==> src/rtl/comp_seq_pkg.sv <==
// Shared types and constants for the sequential comparator controller.
//   SLICE_W : width of one comparator slice (the shared comparator is 2-bit)
//   state_t : controller states IDLE / CMP / DONE
package comp_seq_pkg;

    localparam int SLICE_W = 2;

    typedef enum logic [1:0] {
        IDLE = 2'd0,
        CMP  = 2'd1,
        DONE = 2'd2
    } state_t;

endpackage

==> src/rtl/comp_seq_cmp2.sv <==
// Existing 2-bit unsigned magnitude comparator, built from NAND terms.
// Purely combinational; used as the shared slice comparator.
// Ports:
//   a, b     : 2-bit operands
//   l, e, g  : a<b, a==b, a>b (exactly one is high)
module comp_seq_cmp2 (
    input  logic [1:0] a,
    input  logic [1:0] b,
    output logic       l,
    output logic       e,
    output logic       g
);

    logic na1, na0, nb1, nb0;
    logic n_g1, n_l1, n_g0, n_l0;
    logic e1, e0;

    assign na1  = ~(a[1] & a[1]);
    assign na0  = ~(a[0] & a[0]);
    assign nb1  = ~(b[1] & b[1]);
    assign nb0  = ~(b[0] & b[0]);

    // Per-bit greater/less terms, active low.
    assign n_g1 = ~(a[1] & nb1);
    assign n_l1 = ~(na1 & b[1]);
    assign n_g0 = ~(a[0] & nb0);
    assign n_l0 = ~(na0 & b[0]);

    // A bit is equal when it is neither greater nor less.
    assign e1   = ~(~(n_g1 & n_l1));
    assign e0   = ~(~(n_g0 & n_l0));

    // MSB decides; LSB only matters when the MSBs match.
    assign g    = ~(n_g1 & ~(e1 & ~n_g0));
    assign l    = ~(n_l1 & ~(e1 & ~n_l0));
    assign e    = ~(~(e1 & e0));

endmodule

==> src/rtl/comp_seq_top.sv <==
// Wrapper pairing the sequential controller with one shared 2-bit comparator.
// Build option COMP_SEQ_EARLY_EXIT_EN is passed through to comp_seq_ctrl.
// Ports:
//   clk, rst_n   : clock, async active-low reset
//   start, a, b  : request and operands
//   busy, done   : status, done is a one-cycle pulse
//   lt, eq, gt   : registered word result
module comp_seq_top
    import comp_seq_pkg::*;
#(
    parameter int WIDTH = 8
) (
    input  logic             clk,
    input  logic             rst_n,
    input  logic             start,
    input  logic [WIDTH-1:0] a,
    input  logic [WIDTH-1:0] b,
    output logic             busy,
    output logic             done,
    output logic             lt,
    output logic             eq,
    output logic             gt
);

    logic [SLICE_W-1:0] slice_a, slice_b;
    logic               slice_l, slice_e, slice_g;

    comp_seq_ctrl #(.WIDTH(WIDTH)) u_ctrl (
        .clk     (clk),
        .rst_n   (rst_n),
        .start   (start),
        .a       (a),
        .b       (b),
        .busy    (busy),
        .done    (done),
        .lt      (lt),
        .eq      (eq),
        .gt      (gt),
        .slice_a (slice_a),
        .slice_b (slice_b),
        .slice_l (slice_l),
        .slice_e (slice_e),
        .slice_g (slice_g)
    );

    comp_seq_cmp2 u_cmp (
        .a (slice_a),
        .b (slice_b),
        .l (slice_l),
        .e (slice_e),
        .g (slice_g)
    );

endmodule

==> src/rtl/comp_seq_ctrl.sv <==
// Sequential word comparator controller. Walks the captured operands one
// 2-bit slice per clock, MSB slice first, through an external comparator
// and produces registered lt/eq/gt flags for the whole word.
// Build option:
//   COMP_SEQ_EARLY_EXIT_EN defined : stop on the first unequal slice
//   undefined                      : always scan every slice, keep the first
//                                    unequal slice's verdict
// Ports:
//   clk, rst_n                 : clock, async active-low reset
//   start                      : request, honoured only in IDLE
//   a, b                       : operands, captured on accepted start
//   busy                       : high in CMP and DONE
//   done                       : one-cycle pulse, flags valid
//   lt, eq, gt                 : registered word result
//   slice_a, slice_b           : current slice to the comparator (0 unless CMP)
//   slice_l, slice_e, slice_g  : comparator verdict for the current slice
//
//   state | meaning
//   IDLE  | waiting for start, flags hold last result
//   CMP   | presenting slice idx to the comparator
//   DONE  | flags loaded, done pulse
module comp_seq_ctrl
    import comp_seq_pkg::*;
#(
    parameter int WIDTH = 8
) (
    input  logic               clk,
    input  logic               rst_n,
    input  logic               start,
    input  logic [WIDTH-1:0]   a,
    input  logic [WIDTH-1:0]   b,
    output logic               busy,
    output logic               done,
    output logic               lt,
    output logic               eq,
    output logic               gt,
    output logic [SLICE_W-1:0] slice_a,
    output logic [SLICE_W-1:0] slice_b,
    input  logic               slice_l,
    input  logic               slice_e,
    input  logic               slice_g
);

    localparam int NSLICE = WIDTH / SLICE_W;
    localparam int IDX_W  = (NSLICE > 1) ? $clog2(NSLICE) : 1;
    localparam logic [IDX_W-1:0] IDX_TOP = IDX_W'(NSLICE - 1);

    state_t           state_q, state_d;
    logic [IDX_W-1:0] idx_q, idx_d;
    logic [WIDTH-1:0] a_q, a_d, b_q, b_d;
    logic [WIDTH-1:0] a_sh, b_sh;
    logic             lt_q, lt_d, eq_q, eq_d, gt_q, gt_d;

    // slice_l is redundant with slice_e/slice_g for a trusted comparator.
    logic             slice_l_unused;
    assign slice_l_unused = slice_l;

`ifndef COMP_SEQ_EARLY_EXIT_EN
    // First unequal slice seen during the full scan, and its direction.
    logic hit_q, hit_d, hit_gt_q, hit_gt_d;
`endif

    always_ff @(posedge clk or negedge rst_n) begin
        if (!rst_n) begin
            state_q  <= IDLE;
            idx_q    <= '0;
            a_q      <= '0;
            b_q      <= '0;
            lt_q     <= 1'b0;
            eq_q     <= 1'b0;
            gt_q     <= 1'b0;
`ifndef COMP_SEQ_EARLY_EXIT_EN
            hit_q    <= 1'b0;
            hit_gt_q <= 1'b0;
`endif
        end else begin
            state_q  <= state_d;
            idx_q    <= idx_d;
            a_q      <= a_d;
            b_q      <= b_d;
            lt_q     <= lt_d;
            eq_q     <= eq_d;
            gt_q     <= gt_d;
`ifndef COMP_SEQ_EARLY_EXIT_EN
            hit_q    <= hit_d;
            hit_gt_q <= hit_gt_d;
`endif
        end
    end

    always_comb begin
        state_d  = state_q;
        idx_d    = idx_q;
        a_d      = a_q;
        b_d      = b_q;
        lt_d     = lt_q;
        eq_d     = eq_q;
        gt_d     = gt_q;
`ifndef COMP_SEQ_EARLY_EXIT_EN
        hit_d    = hit_q;
        hit_gt_d = hit_gt_q;
`endif
        slice_a  = '0;
        slice_b  = '0;
        // idx*2 as shift amount selects the current 2-bit slice.
        a_sh     = a_q >> {idx_q, 1'b0};
        b_sh     = b_q >> {idx_q, 1'b0};

        case (state_q)
            IDLE: begin
                if (start) begin
                    a_d     = a;
                    b_d     = b;
                    idx_d   = IDX_TOP;
                    state_d = CMP;
`ifndef COMP_SEQ_EARLY_EXIT_EN
                    hit_d   = 1'b0;
`endif
                end
            end
            CMP: begin
                slice_a = a_sh[SLICE_W-1:0];
                slice_b = b_sh[SLICE_W-1:0];
`ifdef COMP_SEQ_EARLY_EXIT_EN
                if (!slice_e) begin
                    gt_d    = slice_g;
                    lt_d    = ~slice_g;
                    eq_d    = 1'b0;
                    state_d = DONE;
                end else if (idx_q == '0) begin
                    gt_d    = 1'b0;
                    lt_d    = 1'b0;
                    eq_d    = 1'b1;
                    state_d = DONE;
                end else begin
                    idx_d   = idx_q - IDX_W'(1);
                end
`else
                if (!hit_q && !slice_e) begin
                    hit_d    = 1'b1;
                    hit_gt_d = slice_g;
                end
                if (idx_q == '0) begin
                    state_d = DONE;
                    // Flags change only on entry to DONE, so they stay
                    // stable for the whole scan.
                    if (hit_q) begin
                        gt_d = hit_gt_q;
                        lt_d = ~hit_gt_q;
                        eq_d = 1'b0;
                    end else if (!slice_e) begin
                        gt_d = slice_g;
                        lt_d = ~slice_g;
                        eq_d = 1'b0;
                    end else begin
                        gt_d = 1'b0;
                        lt_d = 1'b0;
                        eq_d = 1'b1;
                    end
                end else begin
                    idx_d = idx_q - IDX_W'(1);
                end
`endif
            end
            DONE: begin
                state_d = IDLE;
            end
            default: begin
                state_d = IDLE;
            end
        endcase
    end

    assign busy = (state_q != IDLE);
    assign done = (state_q == DONE);
    assign lt   = lt_q;
    assign eq   = eq_q;
    assign gt   = gt_q;

endmodule

==> config.mk <==
export PLATFORM = sky130hd
export DESIGN_NAME = comp_seq_top
export DESIGN_NICKNAME = d
export VERILOG_FILES = /design/src/rtl/comp_seq_pkg.sv /design/src/rtl/comp_seq_cmp2.sv /design/src/rtl/comp_seq_top.sv /design/src/rtl/comp_seq_ctrl.sv
export SDC_FILE = /design/constraint.sdc
export NUM_CORES = 1
export LEC_CHECK = 0
export ABC_AREA = 1
export CAP_MARGIN = 20
export CELL_PAD_IN_SITES_DETAIL_PLACEMENT = 0
export CELL_PAD_IN_SITES_GLOBAL_PLACEMENT = 1
export CORE_UTILIZATION = 37
export DETAILED_ROUTE_END_ITERATION = 10
export PLACE_DENSITY = 0.78
export SLEW_MARGIN = 30
export SYNTH_ARGS = -nofsm -noshare
export SYNTH_HDL_FRONTEND = slang
export SYNTH_SLANG_ARGS = --single-unit
==> constraint.sdc <==
create_clock -name clk -period 1.77 [get_ports clk]
set_input_delay 0.354 -clock clk [delete_from_list [all_inputs] [get_ports clk]]
set_output_delay 0.354 -clock clk [all_outputs]
set_load 0.02 [all_outputs]
==> flow_metrics.env, run 1 <==
export IMPL_grt_max_degree=26
export IMPL_routabilityCongestion=0.778
export IMPL_viasPerCell=4.44
export IMPL_cts_buffers=3
export IMPL_place_ws_ps=63.7
export IMPL_finalSetupTns_ps=0
export IMPL_synthCells=168
export IMPL_antenna_found_initial=0
export IMPL_clock_sinks=25
export IMPL_crit_fanout=4
export IMPL_hold_violations=0
export IMPL_hold_path_class="in2async"
export IMPL_synth_yosys_seq_area_share_pct=48.6
export IMPL_yosysMostFrequentCell="nand2_1"
export IMPL_synth_fp_nets=190
export IMPL_wl_per_cell_um=10.7
export IMPL_grt_pass1_vias=984
export IMPL_whs_ps=378
export IMPL_drt_iter0_drc=34
export IMPL_tightest_slew_ps=324
export IMPL_grt_use_met2_pct=27.3
export IMPL_ant_nets=0
export IMPL_clk_pin_slew_ps=140
export IMPL_cap_violations=0
export IMPL_drive_above_1_share_pct=16.1
export IMPL_grt_use_met3_pct=2.56
export IMPL_synth_warnings=0
export IMPL_grt_pass1_wl_um=4320
export IMPL_routed_wirelength_um=2620
export IMPL_fin_nets=222
export IMPL_regArea_sq_um=628
export IMPL_fin_worst_skew_ps=1.74
export IMPL_fmax_mhz=606
export IMPL_required_ps=1420
export IMPL_final_period_utilization_pct=93.2
export IMPL_io_pins=24
export IMPL_netlist_area_sq_mm=0.00129
export IMPL_arrival_ps=1300
export IMPL_core_rowCount=21
export IMPL_multiInputGateArea_sq_um=557
export IMPL_syn_avg_cell_area_sq_um=7.66
export IMPL_slew_violations=0
export IMPL_synth_edff_count=0
export IMPL_ys_top_cells_by_area="dfrtp_1, nand2_1, inv_1, o21ai_2, nand3_1"
export IMPL_clock_path_buffers=2
export IMPL_peakVddDrop_mv=0.631
export IMPL_initial_utilization_pct=38.6
export IMPL_placedInstanceArea_sq_mm=0.00157
export IMPL_setup_viol=0
export IMPL_first_pass_iters=4
export IMPL_grtUsageMet1_pct=20.5
export IMPL_die_area_sq_mm=0.00372
export IMPL_ys_flop_type="dfrtp_1"
export IMPL_cts_tree="done"
export IMPL_dp_cells=236
export IMPL_p_leak_nw=0.869
export IMPL_relSlewSlack_pct=78.4
export IMPL_portBuffers=23
export IMPL_hpwl_um=1940
export IMPL_cp_end_kind="output port"
export IMPL_design_area_sq_mm=0.00168
export IMPL_num_fill_cells=326
export IMPL_synth_cell_type_count=15
export IMPL_area_growth_pct=30.6
export IMPL_design_core_area_sq_mm=0.00334
export IMPL_dr_total_vias=1087
export IMPL_die_h_um=61.0
export IMPL_fin_ws_ps=121
export IMPL_crit_type="reg2out"
export IMPL_min_period_ps=1650
export IMPL_dieWidth_um=61.0
export IMPL_clk_latency_ps=310
export IMPL_drc=0
export IMPL_grt_ovfl_total=0
export IMPL_crit_path_start_kind="flip-flop"
export IMPL_synth_top_area_share_pct=48.6
export IMPL_grt_most_used_layer="met2"
export IMPL_synthTopCellsByCount="nand2_1, inv_1, dfrtp_1"
export IMPL_rsz0062_at_grt="no"
export IMPL_grt_usage_pct=15.9
export IMPL_cts_root_buffer="clkbuf_4"
export IMPL_ys_ff_latch=25
export IMPL_synth_async_reset_ratio_pct=100
export IMPL_cts_hold_buffers_added=0
export IMPL_status="complete, no violations"
export IMPL_htreeDepth=1
export IMPL_diodes=0
export IMPL_final_cells=245
export IMPL_yosysTopAreaCell="dfrtp_1"
export IMPL_power_density_mw_per_mm2=1810
==> critical path, stage by stage, from the launching register on <==
cell and delay (ps):
dfrtp_1 430, inv_2 80, nor2_1 110, dlygate4sd2_1 360
==> path summary, 6_finish.rpt <==
kind,from,end,slack [ps],cells after the start
min reg2reg,u_ctrl.eq,u_ctrl.eq,510,2
max,u_ctrl.state_q[1],done,120,3
min in group clk,u_ctrl.eq,u_ctrl.eq,510,2
max in group asynchronous,rst_n,u_ctrl.idx_q[1],1130,2
min,rst_n,u_ctrl.a_q[6],380,2
max reg2reg,u_ctrl.idx_q[0],u_ctrl.lt,170,10
==> state kept, by name, summed over array words and instances (netlist names) <==
register         cells
u_ctrl.state_q       2
u_ctrl.lt            1
u_ctrl.idx_q         2
u_ctrl.gt            1
u_ctrl.eq            1
u_ctrl.hit_q         1
u_ctrl.hit_gt_q      1
u_ctrl.b_q           8
u_ctrl.a_q           8
==> power breakdown <==
part / switching (mW) / internal, mW / leakage, nW
logic: 1.03 / 0.755 / 0.551
clock network: 0.171 / 0.0881 / 0.0150
registers: 0.144 / 0.847 / 0.304
==> cell usage in the layout, fill, tap and decap left out, drive strengths merged <==
| cell | instances |
|---|---|
| dfrtp | 25 |
| nand3 | 10 |
| buf | 8 |
| a21oi | 4 |
| o21ai | 14 |
| clkdlybuf4s50 | 21 |
| ha | 3 |
| inv | 29 |
| nor2 | 13 |
| nand2 | 66 |
| dlygate4sd2 | 2 |
| clkbuf | 4 |
==> through the flow <==
step	util (%)	total power, mW
final	50.4	3.04
after floorplan	-	2.13
after global placement	47.2	2.50
after global routing	50.4	3.37
after CTS	47.9	2.80
after detailed placement	47.2	2.56
==> cell families (layout without fill, tap and decap cells) <==
kind of cell	Yosys count	count (layout)	synth area share [%]
buffers and inverters	33	64	11.3
adder cells (fa/ha/maj)	3	3	2.92
AO/OA/AOI/OAI	18	18	8.75
AND/OR/NAND/NOR	89	89	28.5
flip-flops	25	25	48.6
==> area by class of cell <==
type | instances | area share (%)
tap | 46 | 3.42
clock buffer | 4 | 1.56
timing repair buffer | 31 | 18.1
multi-input combinational | 110 | 33.1
inverter | 29 | 6.47
sequential | 25 | 37.4
==> what timing repair did <==
item                                    4_1_cts  5_1_grt
endpoints found under the setup margin        2        4
buffers inserted                              0        5
pin swaps                                     0        2
gates resized for setup                       2       11
==> routing by layer <==
layer / wire (um) / share of wire (%)
met2: 1270 / 49
met5: 0 / 0
met1: 1260 / 48
met4: 29 / 1.1
met3: 56 / 2.1
Note: power is estimated with default switching activity, not from simulation.
==> run 2, diff against run 1 <==
Settings changed: REMOVE_ABC_BUFFERS from default to 1, SYNTH_HIERARCHICAL from default to 1.
==> run 2 against run 1 <==
Against the previous run:
- cell area is 0.30% higher
- routed wire length is 2.9% higher
- flip-flop and latch count stayed put
- clock-buffer cell count stayed put
- total power is 1.8% higher
- combinational power is 5% higher
- critical endpoint is now u_ctrl/hit_gt_q
- sequential power is 2.8% lower
==> flow_metrics.env, run 2 <==
export IMPL_status="complete, no violations"
export IMPL_drc=0
export IMPL_fmax_mhz=580
export IMPL_portBuffers=23
export IMPL_final_cell_mix="nand2_1, dfrtp_1, inv_1"
export IMPL_clock_sinks=25
export IMPL_clock_path_buffers=2
export IMPL_combPwrFrac_pct=60.7
export IMPL_fin_util_pct=53.5
export IMPL_num_fill_cells=326
export IMPL_crit_type="reg2reg"
export IMPL_required_ps=1990
export IMPL_p_total_mw=3.09
export IMPL_design_area_sq_mm=0.00169
export IMPL_power_switching_share_pct=45.5
export IMPL_clk_pin_slew_ps=130
export IMPL_setup_viol=0
export IMPL_dieWidth_um=60.7
export IMPL_crit_fanout=5
export IMPL_initial_utilization_pct=40.4
export IMPL_p_switching_mw=1.41
export IMPL_internal_power_mw=1.68
export IMPL_cp_end_kind="flip-flop"
export IMPL_peakVddDrop_mv=0.795
export IMPL_power_share_clock_pct=8.1
export IMPL_rsz0062_at_grt="yes"
export IMPL_hold_violations=0
export IMPL_cts_hold_buffers_added=0
export IMPL_whs_ps=388
export IMPL_syn_avg_cell_area_sq_um=7.91
export IMPL_viasPerCell=4.51
export IMPL_grt_ovfl_total=0
export IMPL_final_period_utilization_pct=97.4
export IMPL_diodes=0
export IMPL_synth_warnings=6
export IMPL_path_cells="buf_6 -> nand2_2 -> nand3_2 -> a21oi_2 -> inv_1 -> ha_1 -> nand2_2 -> inv_2 -> nor2_4 -> nand2_1 -> nand2_1 -> nand2_1"
export IMPL_hold_path_class="in2async"
export IMPL_first_pass_iters=4
export IMPL_design_core_area_sq_mm=0.00315
export IMPL_cap_violations=0
export IMPL_relSlewSlack_pct=78.3
export IMPL_io_pins=24
export IMPL_fin_worst_skew_ps=4.33
export IMPL_htreeDepth=1
export IMPL_hpwl_um=1880
export IMPL_netlist_area_sq_mm=0.00127
export IMPL_routed_wirelength_um=2700
export IMPL_cp_slowest_cell="dfrtp_2"
export IMPL_core_rowCount=20
export IMPL_fin_ws_ps=45.3
export IMPL_cts_tree="done"
export IMPL_cts_root_buffer="clkbuf_4"
export IMPL_routabilityCongestion=0.768
export IMPL_dr_total_vias=1068
export IMPL_p_leak_nw=0.828
export IMPL_cp_common_cell="nand2_1"
export IMPL_antenna_found_initial=0
export IMPL_place_ws_ps=-91.8
export IMPL_area_growth_pct=32.4
export IMPL_grt_usage_pct=16.6
export IMPL_layout_commonest_cell="nand2_1"
export IMPL_crit_path_start_kind="flip-flop"
export IMPL_drive_above_1_share_pct=19.7
export IMPL_synthCells=161
export IMPL_tightest_slew_ps=325
export IMPL_grt_pass1_wl_um=4540
export IMPL_wl_per_cell_um=11.4
export IMPL_die_area_sq_mm=0.00368
export IMPL_grt_max_degree=34
export IMPL_grt_pass1_vias=1124
export IMPL_slew_violations=0
export IMPL_min_period_ps=1720
export IMPL_drt_iter0_drc=29
export IMPL_critPathMaxStageDelay_ps=470
export IMPL_ant_nets=0
export IMPL_fin_nets=218
export IMPL_power_density_mw_per_mm2=1830
export IMPL_die_h_um=60.7
export IMPL_arrival_ps=1940
export IMPL_clk_latency_ps=310
export IMPL_placedInstanceArea_sq_mm=0.00158
export IMPL_reg_largest_list="u_ctrl/a_q (8), u_ctrl/b_q (8)"
export IMPL_cts_buffers=3
export IMPL_power_frac_seq_pct=31.1
run 2: layout make-up:
cell class                      count  area, sq um  area share (%)
Clock buffer                        4         26.3            1.56
Inverter                           30          118            6.97
Multi-Input combinational cell    102          558            33.1
Sequential cell                    25          627            37.2
Tap cell                           44         55.1            3.26
Timing Repair Buffer               32          303            18.0
run 2: repair_timing:
action,4_1_cts,5_1_grt
endpoints found under the hold margin,0,0
cloned,0,1
resized for setup,6,19
endpoints found under the setup margin,6,5
setup buffers,0,0
pin swaps,0,10
run 2: worst paths after layout:
path / start / to / slack (ps) / cells past startpoint
max: u_ctrl/idx_q[0] / u_ctrl/hit_gt_q / 50 / 12
min: rst_n / u_ctrl/b_q[7] / 390 / 2
max reg2reg: u_ctrl/idx_q[0] / u_ctrl/hit_gt_q / 50 / 12
min reg2reg: u_ctrl/hit_gt_q / u_ctrl/hit_gt_q / 500 / 2
max in group asynchronous: rst_n / u_ctrl/idx_q[0] / 1120 / 2
min in group clk: u_ctrl/hit_gt_q / u_ctrl/hit_gt_q / 500 / 2
run 2: layer usage:
| layer | share of wire (%) | track usage (%) |
|---|---|---|
| met1 | 44 | 19.4 |
| met2 | 51 | 30.9 |
| met3 | 3.9 | 2.77 |
| met4 | 1.3 | 5.19 |
| met5 | 0 | 0 |
run 2: per-stage QoR:
step	setup TNS, ps	cells
2_1_floorplan	-377	157
3_3_place_gp	-13.1	232
3_5_place_dp	-171	232
4_1_cts	-14.5	236
5_1_grt	-257	237
6_report	0	237
run 2: critical path, delay by kind of cell, from the launching register on:
kind	cells	cell delay, ps
DFF	1	470
buffers and inverters	3	250
AOI/OAI and AO/OA	1	160
adders and majority gates	1	280
and+or+nand+nor	7	470
run 2: power groups by stage:
stage          sequential, mW  clock (mW)  combinational [mW]
2_1_floorplan           0.993           0                1.02
3_3_place_gp            0.947           0                1.57
3_5_place_dp            0.955           0                1.61
4_1_cts                 0.948       0.265                1.65
5_1_grt                 0.994       0.281                2.13
6_report                0.963       0.251                1.88
==> run 3, diff against run 2 <==
Settings changed: CORE_UTILIZATION 37 to 40, PLACE_DENSITY 0.78 to 0.83, SKIP_CTS_REPAIR_TIMING from default to 1.
Clock period 1.77 ns to 2 ns, I/O delays scaled along.
==> run 3 against run 2 <==
Against the previous run:
- non-clock buffer count is 6 lower
- utilization is 0.89 points lower
- routed wire length is 6.2% lower
- largest cell class unchanged
- flip-flop and latch count stayed put
- setup slack better by 99 ps
- maximum frequency is 7.1% lower
- clock skew is 2.4 ps higher
- critical path depth stayed put
- register-to-register slack better by 99 ps
- cell area is 5.6% lower
==> flow_metrics.env, run 3 (synthesis gave the netlist of run 2 again) <==
export IMPL_rsz0062_at_grt="no"
export IMPL_cap_violations=0
export IMPL_drive_above_1_share_pct=11.2
export IMPL_clock_path_buffers=2
export IMPL_clk_pin_slew_ps=130
export IMPL_setup_worst_path_end="u_ctrl/hit_gt_q"
export IMPL_area_growth_pct=25.0
export IMPL_design_area_sq_mm=0.00159
export IMPL_slew_violations=0
export IMPL_tightest_slew_ps=321
export IMPL_required_ps=2220
export IMPL_wl_per_cell_um=10.9
export IMPL_cp_slowest_cell="dfrtp_2"
export IMPL_cts_root_buffer="clkbuf_4"
export IMPL_dieWidth_um=58.4
export IMPL_critPathMaxStageDelay_ps=470
export IMPL_crit_path_start_kind="flip-flop"
export IMPL_grt_usage_pct=16.1
export IMPL_fin_worst_skew_ps=6.72
export IMPL_io_pins=24
export IMPL_hold_path_class="in2async"
export IMPL_grt_max_degree=34
export IMPL_fmax_mhz=539
export IMPL_clock_sinks=25
export IMPL_hold_violations=0
export IMPL_finalSetupTns_ps=0
export IMPL_placedInstanceArea_sq_mm=0.00154
export IMPL_fin_nets=213
export IMPL_dp_cells=226
export IMPL_routed_wirelength_um=2530
export IMPL_crit_path_start="u_ctrl/idx_q[0]"
export IMPL_min_period_ps=1860
export IMPL_wl_met2_um=1220
export IMPL_dr_total_vias=1064
export IMPL_design_core_area_sq_mm=0.00303
export IMPL_diodes=0
export IMPL_viasPerCell=4.59
export IMPL_peakVddDrop_mv=0.786
export IMPL_final_period_utilization_pct=92.8
export IMPL_initial_utilization_pct=42.1
export IMPL_setup_viol=0
export IMPL_routabilityCongestion=0.848
export IMPL_grt_pass1_wl_um=4200
export IMPL_reg2regPathDepth=12
export IMPL_cp_common_cell="nand2_1"
export IMPL_rr_startpoint="u_ctrl/idx_q[0]"
export IMPL_p_leak_nw=0.780
export IMPL_final_cell_mix="nand2_1, inv_1, dfrtp_1"
export IMPL_reg2reg_to="u_ctrl/hit_gt_q"
export IMPL_power_density_mw_per_mm2=1530
export IMPL_drt_iter0_drc=38
export IMPL_clk_latency_ps=310
export IMPL_drt_met1_wl_um=1210
export IMPL_ant_nets=0
export IMPL_portBuffers=23
export IMPL_hpwl_um=1810
export IMPL_crit_type="reg2reg"
export IMPL_wl_met3_um=82
export IMPL_die_h_um=58.4
export IMPL_status="complete, no violations"
export IMPL_antenna_found_initial=0
export IMPL_relSlewSlack_pct=78.6
export IMPL_first_pass_iters=4
export IMPL_arrival_ps=2080
export IMPL_reg_largest_list="u_ctrl/a_q (8), u_ctrl/b_q (8)"
export IMPL_die_area_sq_mm=0.00341
export IMPL_regToRegSetupSlack_ps=140
export IMPL_cp_end_kind="flip-flop"
export IMPL_grt_pass1_vias=1012
export IMPL_crit_fanout=9
export IMPL_core_rowCount=20
export IMPL_path_cells="buf_4 -> nand2_1 -> nand3_1 -> a21oi_2 -> inv_1 -> ha_1 -> nand2_1 -> inv_1 -> nor2_2 -> nand2_1 -> nand2_1 -> nand2_1"
export IMPL_cts_buffers=3
export IMPL_highest_layer="met4"
export IMPL_drc=0
export IMPL_layout_commonest_cell="nand2_1"
export IMPL_cts_tree="done"
export IMPL_htreeDepth=1
export IMPL_grt_ovfl_total=0
export IMPL_final_cells=232
run 3: cell count changes in the layout (fill, tap and decap cells not counted), moves of 3 or more:
cell,change
nand3_1,+3
nand2_2,-4
nand3_2,-3
nand2_1,+4
buf_4,-4
run 3: how the worst min path moves through the flow:
stage | end | slack (ps) | depth (start not counted)
after global placement | u_ctrl/hit_gt_q | 460 | 2
after CTS | u_ctrl/a_q[0] | 440 | 2
after detailed placement | u_ctrl/hit_gt_q | 470 | 2
after floorplan | u_ctrl/a_q[0] | 100 | 0
after global routing | u_ctrl/a_q[0] | 450 | 2
final | u_ctrl/eq | 440 | 2
run 3: final cells by class:
| cell class | count | area [sq um] |
|---|---|---|
| repair inverters | 1 | 5.00 |
| fillers | 293 | 1440 |
| well taps | 44 | 55.1 |
| repair buffers | 26 | 253 |
| clock buffers | 4 | 26.3 |
| inverters | 30 | 119 |
| flip-flops and latches | 25 | 627 |
| multi-input cells | 102 | 508 |
run 3: power breakdown:
group / internal [mW] / total, mW / switching (mW)
combinational: 0.503 / 1.36 / 0.854
clock: 0.0778 / 0.221 / 0.143
sequential: 0.746 / 0.863 / 0.118
run 3: through the flow:
stage	hold slack, ps	util [%]	setup WS, ps	total power [mW]
floorplan	104	-	93.1	1.78
global placement	460	50.8	181	2.12
detailed placement	469	50.8	71.2	2.16
CTS	436	51.7	47.6	2.40
global route	448	52.6	13.9	2.68
finish	440	52.6	144	2.44
run 3: routing by layer:
| layer | vias to the layer above | GRT usage [%] |
|---|---|---|
| met1 | 499 | 19.2 |
| met4 | 0 | 7.14 |
| li1 | 549 | - |
| met3 | 2 | 2.20 |
| met5 | - | 0 |
| met2 | 14 | 28.7 |
run 3: worst max-delay path, delay by kind of cell, from the launching register on:
family                     cells  cell delay (ps)
AOI/OAI and AO/OA              1              170
adders and majority gates      1              300
buffers and inverters          3              300
DFF                            1              470
and+or+nand+nor                7              530
==> variant 1 (config.mk and constraints of run 2) <==
`WIDTH` is set to 8 in 2 places; all go to 16.
--- a/src/rtl/comp_seq_top.sv
+++ b/src/rtl/comp_seq_top.sv
@@ -9,5 +9,5 @@
     import comp_seq_pkg::*;
 #(
-    parameter int WIDTH = 8
+    parameter int WIDTH = 16
 ) (
     input  logic             clk,
--- a/src/rtl/comp_seq_ctrl.sv
+++ b/src/rtl/comp_seq_ctrl.sv
@@ -23,5 +23,5 @@
     import comp_seq_pkg::*;
 #(
-    parameter int WIDTH = 8
+    parameter int WIDTH = 16
 ) (
     input  logic               clk,
Ports: changed (resized a and b); port bits go from 24 to 40. No check against the original RTL was run, so the function may have changed too.
==> variant 1 against run 2 <==
- the flow now finishes with violations (negative setup slack)
- total power grew 100%
- design area is 86% higher
- sequential cell count up 17
- clock power grew 150%
- clock skew down 0.0022 ns
- first-iteration DRC count grew to 2.7 times the old value
- synthesized area rose by 76%
- wire length is 74% higher
- worst setup slack got worse by 0.17 ns
- die area is 73% higher
- largest cell class is now multi-input combinational cells
- largest power group unchanged
==> variant 1: results (changes against run 2) <==
- Clk slew on worst S/H paths: 0.08 ns (-0.05 ns)
- Vias in the first global route: 1747 (+55%)
- Switching pwr: 2.73 mW (+94%)
- Status: finished with violations
- Post-placement cell area: 0.00279 mm2 (+76%)
- Critical Path Fanout Max: 8 (+3)
- M1 WL: 2190 um (+85%)
- Initial DRC count: 78 (+170%)
- Clk root buf: clkbuf_8
- Pre-CTS setup slack: -0.181 ns (-0.0896 ns)
- Clk_skew: 0.00212 ns (-0.00221 ns)
- Port-buffer cells: 39 (+70%)
- Headroom to the max-slew limit: 65.6% (-13 points)
- Via density: 4.53 (+0.49%)
- Final wirelength: 4690 um (+74%)
- Drt pass-1 iters: 4 (unchanged)
- Clk_lat worst skew: 0.28 ns (-0.03 ns)
- Layout cell share with drive strength beyond 1: 31.1% (+11 points)
- Hold Path Class: input pin to async pin
- Largest stage delay on the critical path: 0.47 ns (about the same)
- Crit-path leading delay family: simple AND/OR/NAND/NOR gates
- Data arrival time of the critical path: 2.10 ns (+0.16 ns)
- Leak: 1.49 nW (+80%)
- First-pass GRT wire length: 7610 um (+68%)
- Layout Nets: 371 (+70%)
- Met2 WL: 2260 um (+65%)
- Largest registers: u_ctrl/a_q (16), u_ctrl/b_q (16), u_ctrl/idx_q (3)
- Total track usage: 15.4% (-1.2 points)
- Final Hold Viols: 0 (unchanged)
- Antenna cell count: 0 (unchanged)
- Largest net degree at the start of global routing: 35 (+2.9%)
- Violated checks: negative setup slack
- CTS buffer count: 5 (+2)
- Final setup fails: 5 (+5)
- WL met3: 211 um (+100%)
- H-tree depth: 2 (+1)
- Peak supply drop: 0.000781 V (-1.7%)
- RD Place Congestion: 0.834 (+8.6%)
- Slowest cell on crit path: dfrtp_2
- DPL Wire Length: 3100 um (+65%)
- Final worst setup slack: -0.120 ns (-0.165 ns)
==> variant 1: layout make-up <==
class	instances	area, um2
fillers	540	2540
clock buffers	7	86.3
clock inverters	1	5.00
flip-flops and latches	42	1050
repair buffers	58	607
multi-input cells	173	1090
repair inverters	2	20.0
well taps	72	90.1
inverters	48	190
==> variant 1: per-layer routing <==
metal  GRT usage [%]  vias up
met5               0        -
li1                -      959
met4            3.21        0
met3            3.77        2
met2            26.2       37
met1            19.9      827
==> variant 1: per-stage QoR <==
step                      TNS (ns)  std cells
after floorplan             -0.996        263
after detailed placement    -0.725        390
after global routing         -1.08        403
after global placement      -0.440        390
after CTS                   -0.575        402
final                       -0.468        403
==> variant 1: worst paths after layout <==
path	startpoint	to	slack (ns)	cells after the start
min in group clk	u_ctrl/hit_gt_q	u_ctrl/hit_gt_q	0.49	2
setup reg to reg	u_ctrl/idx_q[0]	u_ctrl/eq	-0.12	13
setup / recovery	u_ctrl/idx_q[0]	u_ctrl/eq	-0.12	13
hold / removal	rst_n	u_ctrl/a_q[13]	0.03	1
max in group asynchronous	rst_n	u_ctrl/idx_q[0]	1.23	2
hold reg to reg	u_ctrl/hit_gt_q	u_ctrl/hit_gt_q	0.49	2
==> variant 1: repair_timing <==
item | 4_1_cts | 5_1_grt
setup endpoints to repair | 7 | 6
buffers inserted | 2 | 0
cloned | 2 | 1
gates resized for setup | 22 | 46
pin swaps | 13 | 20
==> variant 1: power by group through the flow <==
stage	clock, mW	sequential (mW)	combinational, mW
after floorplan	0	1.69	1.77
after detailed placement	0	1.62	2.88
after global routing	0.684	1.68	4.36
after global placement	0	1.61	2.85
after CTS	0.655	1.63	3.24
final	0.625	1.64	3.92
==> variant 2 (flow settings as in run 2) <==
Without the edit above. `a_q` no longer has a reset.
--- a/src/rtl/comp_seq_ctrl.sv
+++ b/src/rtl/comp_seq_ctrl.sv
@@ -65,5 +65,4 @@
             state_q  <= IDLE;
             idx_q    <= '0;
-            a_q      <= '0;
             b_q      <= '0;
             lt_q     <= 1'b0;
@@ -77,5 +76,4 @@
             state_q  <= state_d;
             idx_q    <= idx_d;
-            a_q      <= a_d;
             b_q      <= b_d;
             lt_q     <= lt_d;
@@ -87,4 +85,8 @@
 `endif
         end
+    end
+
+    always_ff @(posedge clk) begin
+        a_q <= a_d;
     end
 
Function: same outputs for any inputs over 10 cycles, from zero or initial values and one cycle with rst_n low; that may be too few to reach the edited logic, so the function may still have changed.
==> variant 2 against run 2 <==
- design area increased by 5.4%
- total power grew 4.2%
- combinational power up 9%
- die area fell by 1.9%
- synthesized area shrank 2.0%
- non-clock buffer count increased by 7
- wire length fell by 2.4%
- worst setup slack got worse by 0.014 ns
- sequential cell count unchanged
- critical endpoint unchanged
- largest cell class unchanged
==> variant 2: results (changes against run 2) <==
- Pre-CTS setup slack: -0.143 ns (-0.0511 ns)
- Filler cell count: 284 (-13%)
- Via density: 4.58 (+1.6%)
- Vias in the first global route: 1049 (-6.7%)
- Avg WL per Cell: 11.5 um (+1.5%)
- Total track usage: 16.6% (about the same)
- Peak supply drop: 0.000699 V (-12%)
- Data arrival time of the critical path: 1.97 ns (+0.03 ns)
- DPL Wire Length: 1860 um (-1.3%)
- Status: complete, no violations
- Leak: 0.854 nW (+3.1%)
- PD cells: 1810 mW/mm2 (-1.1%)
- Post-placement cell area: 0.00159 mm2 (+0.55%)
- Critical Path Fanout Max: 5 (unchanged)
- ANT nets after route: 0 (unchanged)
- First-pass GRT wire length: 4380 um (-3.5%)
- Port-buffer cells: 23 (unchanged)
- Initial antenna violation count: 0 (unchanged)
- Drt pass-1 iters: 4 (unchanged)
- Largest registers: u_ctrl/a_q (8), u_ctrl/b_q (8)
- Initial DRC count: 23 (-21%)
- Clk_skew: 0.00601 ns (+0.00169 ns)
- Hold-fix buffers at CTS: 0 (unchanged)
- Layout cell share with drive strength beyond 1: 35.3% (+16 points)
- Path depth of the worst reg2reg path: 12 (unchanged)
- Headroom to the max-slew limit: 85.9% (+7.5 points)
- Largest net degree at the start of global routing: 18 (-47%)
- RD Place Congestion: 0.821 (+6.9%)
- Layout Nets: 209 (-4.1%)
- CTS buffer count: 3 (unchanged)
[variant 2: cell count changes in the layout (fill, tap and decap cells not counted), moves of 2 or more]
cell / before / now
buf_4: 7 / 13
nand3_2: 3 / 8
o21ai_1: 18 / 0
nand2_1: 48 / 35
edfxtp_1: 0 / 8
o21ai_2: 0 / 10
inv_2: 5 / 7
nand2_2: 7 / 11
nand3_1: 10 / 6
dfrtp_1: 24 / 16
[variant 2: worst max-delay path, stage by stage, from the launching register on]
cell and delay [ns]:
dfrtp_2 0.47, buf_6 0.15, nand2_2 0.07, nand3_2 0.06, a21oi_2 0.16, inv_1 0.06
ha_1 0.28, nand2_2 0.07, inv_2 0.05, nor2_4 0.11, nand2_2 0.08, nand2_1 0.06
nand2_1 0.04
[variant 2: layout make-up]
| cell class | count | area, um2 | share of cell area [%] |
|---|---|---|---|
| sequential | 25 | 667 | 37.5 |
| multi-input combinational | 86 | 556 | 31.2 |
| timing repair buffer | 39 | 359 | 20.2 |
| inverter | 30 | 115 | 6.47 |
| tap | 44 | 55.1 | 3.10 |
| clock buffer | 4 | 26.3 | 1.48 |
[variant 2: timing repair]
item / in CTS / in global routing
pin swaps: 6 / 15
setup endpoints to repair: 6 / 6
gates cloned: 1 / 0
gates resized for setup: 16 / 22
buffers inserted: 4 / 1
[variant 2: per-layer routing]
layer / up-vias / wire length [um] / global-route usage (%)
met5: - / 0 / 0
met4: 0 / 19 / 7.97
met3: 2 / 114 / 2.16
met2: 19 / 1350 / 30.5
met1: 501 / 1150 / 18.8
li1: 522 / - / -
[variant 2: path summary, 6_finish.rpt]
check / from / to / slack (ns)
max in group asynchronous: rst_n / u_ctrl/idx_q[0] / 1.23
min reg2reg: u_ctrl/hit_gt_q / u_ctrl/hit_gt_q / 0.50
min in group clk: u_ctrl/hit_gt_q / u_ctrl/hit_gt_q / 0.50
max: u_ctrl/idx_q[0] / u_ctrl/hit_gt_q / 0.03
min: rst_n / u_ctrl/hit_gt_q / 0.34
max reg2reg: u_ctrl/idx_q[0] / u_ctrl/hit_gt_q / 0.03
[variant 2: power by group]
group          leakage (nW)  total [mW]  switching [mW]  internal, mW
combinational         0.555        2.04            1.16         0.879
clock                0.0150       0.254           0.166        0.0881
sequential            0.284       0.933           0.105         0.828
[variant 2: metrics by stage]
step	utilization (%)	TNS, ns	cells	total power [mW]
2_1_floorplan	-	-0.398	141	1.92
3_3_place_gp	50.9	-0.0757	218	2.41
3_5_place_dp	50.9	-0.367	218	2.45
4_1_cts	54.0	0	227	2.94
5_1_grt	56.8	-0.299	228	3.51
6_report	56.8	0	228	3.22
